**config.mk**
```make
export PLATFORM = sky130hd
export DESIGN_NAME = sat_counter
export DESIGN_NICKNAME = d
export VERILOG_FILES = /design/src/rtl/mod10_seq_checker_sat_counter.sv
export SDC_FILE = /design/constraint.sdc
export NUM_CORES = 1
export LEC_CHECK = 0
export BUFFER_PORTS_ARGS = -buffer_cell sky130_fd_sc_hd__buf_4
export CAP_MARGIN = 30
export CELL_PAD_IN_SITES_DETAIL_PLACEMENT = 0
export CELL_PAD_IN_SITES_GLOBAL_PLACEMENT = 1
export CORE_AREA = 2 2 39 41
export DETAILED_ROUTE_END_ITERATION = 7
export DIE_AREA = 0 0 41 43
export PLACE_DENSITY_LB_ADDON = 0.25
export REMOVE_ABC_BUFFERS = 1
export SYNTH_ARGS = -nofsm -noshare
export SYNTH_HDL_FRONTEND = slang
export SYNTH_SLANG_ARGS = --single-unit
```
**constraint.sdc**
```tcl
create_clock -name clk -period 1.6 [get_ports clk]
set_input_delay 0.4 -clock clk [delete_from_list [all_inputs] [get_ports clk]]
set_output_delay 0.4 -clock clk [all_outputs]
set_load 0.03 [all_outputs]
```
**src/rtl/mod10_seq_checker_sat_counter.sv**
```systemverilog
// Saturating up-counter: increments on inc and holds once it reaches all-ones.
module sat_counter #(
    parameter int WIDTH = 8
) (
    input  logic             clk,
    input  logic             reset,
    input  logic             inc,
    output logic [WIDTH-1:0] count
);

    always_ff @(posedge clk or posedge reset) begin
        if (reset) begin
            count <= '0;
        end else if (inc && (count != '1)) begin
            count <= count + WIDTH'(1);
        end
    end

endmodule

```
======== Yosys cells after proc, flatten, opt, wreduce, memory -nomap -nowiden ========
Index checks and enable logic that the tools add are counted.
storage, ports and cells
  output and inout bits ................... 8
  register bits after elaboration ......... 8
  input port bits ......................... 3
  word-level logic and storage cells ...... 4
operators by class
  reductions and logical operators ........ 1
  add/subtract/negate cells ............... 1
  equality and inequality tests ........... 1
operators by type and width
  cell                                           number
  adder 8 x 1 -> 8 bit (second input constant)   1
  inequality test 8 bit (second input constant)  1
  logical AND 1 bit                              1

======== Logic depth before layout (Yosys ltp) ========
  depth after elaboration ................. 2
  gate-level depth with buffers ........... 4
  mapped depth without buffers ............ 4

======== Least setup slack after synthesis ========
No wires, ideal clock.
  path type ............................... reg2reg
  start ................................... register count[0]
  end ..................................... register count[1]
  path buffers ............................ 0
  library setup time ...................... 0.128 ns
  clock period less this slack ............ 1.664 ns
  data required time ...................... 1.472 ns
  cell stages (with the launch flop) ...... 5
  data arrival time ....................... 1.536 ns
  setup slack ............................. -0.064 ns
  path through ............................ dfrtp_1 > ha_1 > nand4_4 > o21ai_2 > mux2_1
on the way
  word-level cells in the longest chain between the ends .. 2
  elaborated cells on any way between the ends .. 3
  classes of those cells .................. add/sub: 1; eq/ne: 1; reduce/logical: 1
RTL lines
  item                                                                          line  text
  start, declared                                                               8     output logic [WIDTH-1:0] count
  start signal, assigned                                                        15    count <= count + WIDTH'(1);
  parallel branches: the longest is 2 deep, another holds adder 8 x 1 -> 8 bit  -
Parallel ways; which one is timed is not known.
A chain may end at the register's enable or synchronous reset.

======== Worst setup path after layout ========
  start ................................... register count[1]
  end ..................................... register count[1]
The elaborated chain is that of the path after synthesis.

==> reports/qor.tcl <==
set qor(outcome) {finished, final reports clean}
set qor(synthCells) 38
set qor(worst-endpoint-required_ps) 1730
set qor(setup.worst_path.class) {reg -> reg}
set qor(tritoncts) {yes}
set qor(gpl.final_weighted_congestion) 0.6986
set qor(post-route-drc-count) 0
set qor(finish.net_count) 58
set qor(pin_count_of_the_biggest_net_entering_global_routing) 9
set qor(post_layout_nonfiller_instances) 68
set qor(top_regs) {count x8}
set qor(antenna_cells_inserted) 0
set qor(pin_count) 11
set qor(timing.max_slew.rel_slack) 0.7861
set qor(netlist-cell-type-count) 19
set qor(achievable-frequency_mhz) 667.3
set qor(clock_sinks) 8
set qor(nFillCells) 141
set qor(hold_viol) 0
set qor(worst_ir_drop_vdd_v) 0.0007565
set qor(internal_power_uw) 641.8
set qor(postSynthAreaPerCell_um2) 11.03
set qor(first_global_vias) 355
set qor(skew_ps) 0.7198
set qor(period_needed_ps) 1499
set qor(clkLatencyLatePin_ps) 250
set qor(grt_setup_unrepaired) {false}
set qor(worst_setup_hold_path_clk_slew_ps) 50
set qor(postSynthRegisterBits) 8
set qor(synth_top_family_by_area) {simple AND/OR/NAND/NOR gates}
set qor(core_area_um2) 1384
set qor(synth_area_um2) 419.2
set qor(power_leakage_uw) 0.0002330
set qor(number_of_drc_violations_after_detailed_routing_iteration_0) 8
set qor(critical_path_peak_fanout) 7
set qor(critPathArrivalTime_ps) 1630
set qor(detailedPlacementHpwl_um) 695
set qor(synth.yosys.seq_area_share) 0.4776
set qor(drive_gt1_frac) 0.3462
set qor(cp.depth) 4
set qor(p_per_area_nw_per_um2) 2144
set qor(cts_buffer_depth) 2
set qor(top_register) {count}
set qor(tritoncts.num_buffers) 3
set qor(drt-pass1-iter-count) 4
set qor(die_area_um2) 1763
set qor(min_path_type) {in -> async}
set qor(dieHeight_um) 43
set qor(reg2reg_from) {count[1]$_DFFE_PP0P_}
set qor(final_cell_area_um2) 564.3
set qor(finalCritPeriodShare) 0.9366
set qor(globalRouteTotalUtil) 0.1339
set qor(netlist_top_cells_area) {sky130_fd_sc_hd__dfrtp_1, sky130_fd_sc_hd__mux2_1, sky130_fd_sc_hd__nand4_4}
set qor(maxCapViolCount) 0
set qor(htree_num_levels) 1
set qor(ordered_cell_list_for_the_critical_path) {ha_4 > nand4_4 > o21ai_4 > mux2_1}
set qor(wl_per_cell_um) 13.72
set qor(cts_stage_hold_buffer_count) 0
set qor(initial_antenna_violation_count) 0
set qor(cp_peak_stage_delay_ps) 450
set qor(totalWireLength_um) 933
set qor(synth_largest_type_area_fraction) 0.4776
set qor(die_x_um) 41
set qor(timing.critical_path.from) {count[1]$_DFFE_PP0P_}
set qor(yosys.area_share.xor_xnor) 0.02090
set qor(critical_r2r_capture) {count[1]$_DFFE_PP0P_}
set qor(numPortBuffers) 10
set qor(regToRegSetupSlack_ps) 100
set qor(placement_rows) 14
set qor(area_of_all_sequential_standard_cells_um2) 200.2
set qor(detailed_place.area_um2) 521.8
set qor(grt_first_pass_wirelength_um) 1511
set qor(share_of_cell_area_taken_by_muxes_after_synthesis) 0.1075
set qor(clk_root_buffer_cell) {sky130_fd_sc_hd__clkbuf_4}
set qor(worst_hold_slack_ps) 99.36
set qor(multi_input_combinational_cell_area_um2) 235.2
set qor(startpoint_type) {flop}
set qor(synth_adder_area_share) 0.02985
set qor(finalMaxSlewViolations) 0
set qor(yosys.area_share.simple) 0.2090
set qor(numPlacedInstances) 65
set qor(synth_largest_area_cell) {sky130_fd_sc_hd__dfrtp_1}
set qor(synth_compound_gate_area_share) 0.1463
set qor(vias_per_cell) 5.426
set qor(floorplan.initialDensity) 0.3029
set qor(grt_overflow) 0
set qor(dr_total_vias) 369
set qor(critPathCaptureType) {flop}
set qor(net-switching-power_uw) 567.8
set qor(critical_path.top_delay_family) {flip-flops}
set qor(critical_path.slowest_cell) {sky130_fd_sc_hd__dfrtp_1}
set qor(timing_worst_slew_pin_value_ps) 320.9
set qor(power.share.sequential) 0.382
set qor(antenna_violating_nets_post_route) 0
set qor(power.combinational.fraction) 0.494
set qor(max_reg_flops) 8
set qor(ys_warn_count) 0
set qor(swShare) 0.4694
set qor(pwr-share-clk) 0.124
set qor(final-setup-viol-count) 0
set qor(buffers_plus_inverters_on_the_worst_setup_path) 0
set qor(r2r_cells) 4
set qor(synthToLayoutAreaGrowth_pct) 34.63
set qor(cts.repair_timing.setup_buffer_count) 0
cell usage in the layout, fill, tap and decap left out, drive strengths merged:
cell type   n
dfrtp       8
mux2        4
nor2        2
nand2       4
buf        11
o2111a      1
clkbuf      3
nand3       3
o31a        1
o21bai      2
xnor2       1
ha          1
a21oi       1
inv         1
nand4       4
o21ai       2
nor3        2
a21boi      1
area by class of cell:
type	count	share of cell area
Inverter	1	0.006652
Timing Repair Buffer	11	0.1463
Tap cell	16	0.03548
Clock buffer	3	0.03991
Sequential cell	8	0.3548
Multi-Input combinational cell	29	0.4169
kinds of logic (layout without fill, tap and decap cells):
family	after synthesis	after routing
XOR/XNOR	1	1
adder cells (fa/ha/maj)	1	1
AO/OA/AOI/OAI	8	8
multiplexers	4	4
buffers and inverters	1	15
AND/OR/NAND/NOR	15	15
flip-flops	8	8
power groups by stage:
stage | combinational [uW] | sequential (uW) | clock (uW)
floorplan | 190 | 603 | 0
global placement | 577 | 438 | 0
detailed placement | 583 | 447 | 0
CTS | 584 | 446 | 156
global route | 648 | 483 | 166
finish | 598 | 462 | 150
per-stage QoR:
stage | utilization | setup TNS (ps) | power, uW | setup WS [ps]
after global placement | 0.3770 | 0 | 1015 | 128.4
after CTS | 0.3933 | 0 | 1186 | 31.13
after detailed placement | 0.3770 | 0 | 1030 | 45.28
after floorplan | - | -63.95 | 792.5 | -63.95
final | 0.4078 | 0 | 1210 | 101.5
after global routing | 0.4078 | 0 | 1296 | 33.85
per-layer routing:
| metal | vias up | GRT usage | share of wire |
|---|---|---|---|
| met5 | - | 0 | 0 |
| met4 | 0 | 0.1067 | 0.013 |
| met3 | 2 | 0.03141 | 0.065 |
| met2 | 13 | 0.1906 | 0.48 |
| met1 | 181 | 0.1628 | 0.44 |
| li1 | 173 | - | - |
synthesized netlist by cell type, drive strengths merged:
library cell and number:
nor3 2, nand3 3, mux2 4, o2111a 1
a21boi 1, ha 1, o31a 1, nor2 2
dfrtp 8, o21bai 2, xnor2 1, nand4 4
nand2 4, o21ai 2, inv 1, a21oi 1
worst max-delay path by stage:
| stage | end |
|---|---|
| floorplan | count[1]$_DFFE_PP0P_ |
| global placement | count[1]$_DFFE_PP0P_ |
| detailed placement | count[1]$_DFFE_PP0P_ |
| CTS | count[1]$_DFFE_PP0P_ |
| global route | count[1]$_DFFE_PP0P_ |
| finish | count[1]$_DFFE_PP0P_ |
repair_timing:
| item | CTS | global route |
|---|---|---|
| gates resized for setup | 0 | 3 |
| hold endpoints to repair | 0 | 0 |
| endpoints found under the setup margin | 0 | 1 |
Power figures use the tool's default switching activity.
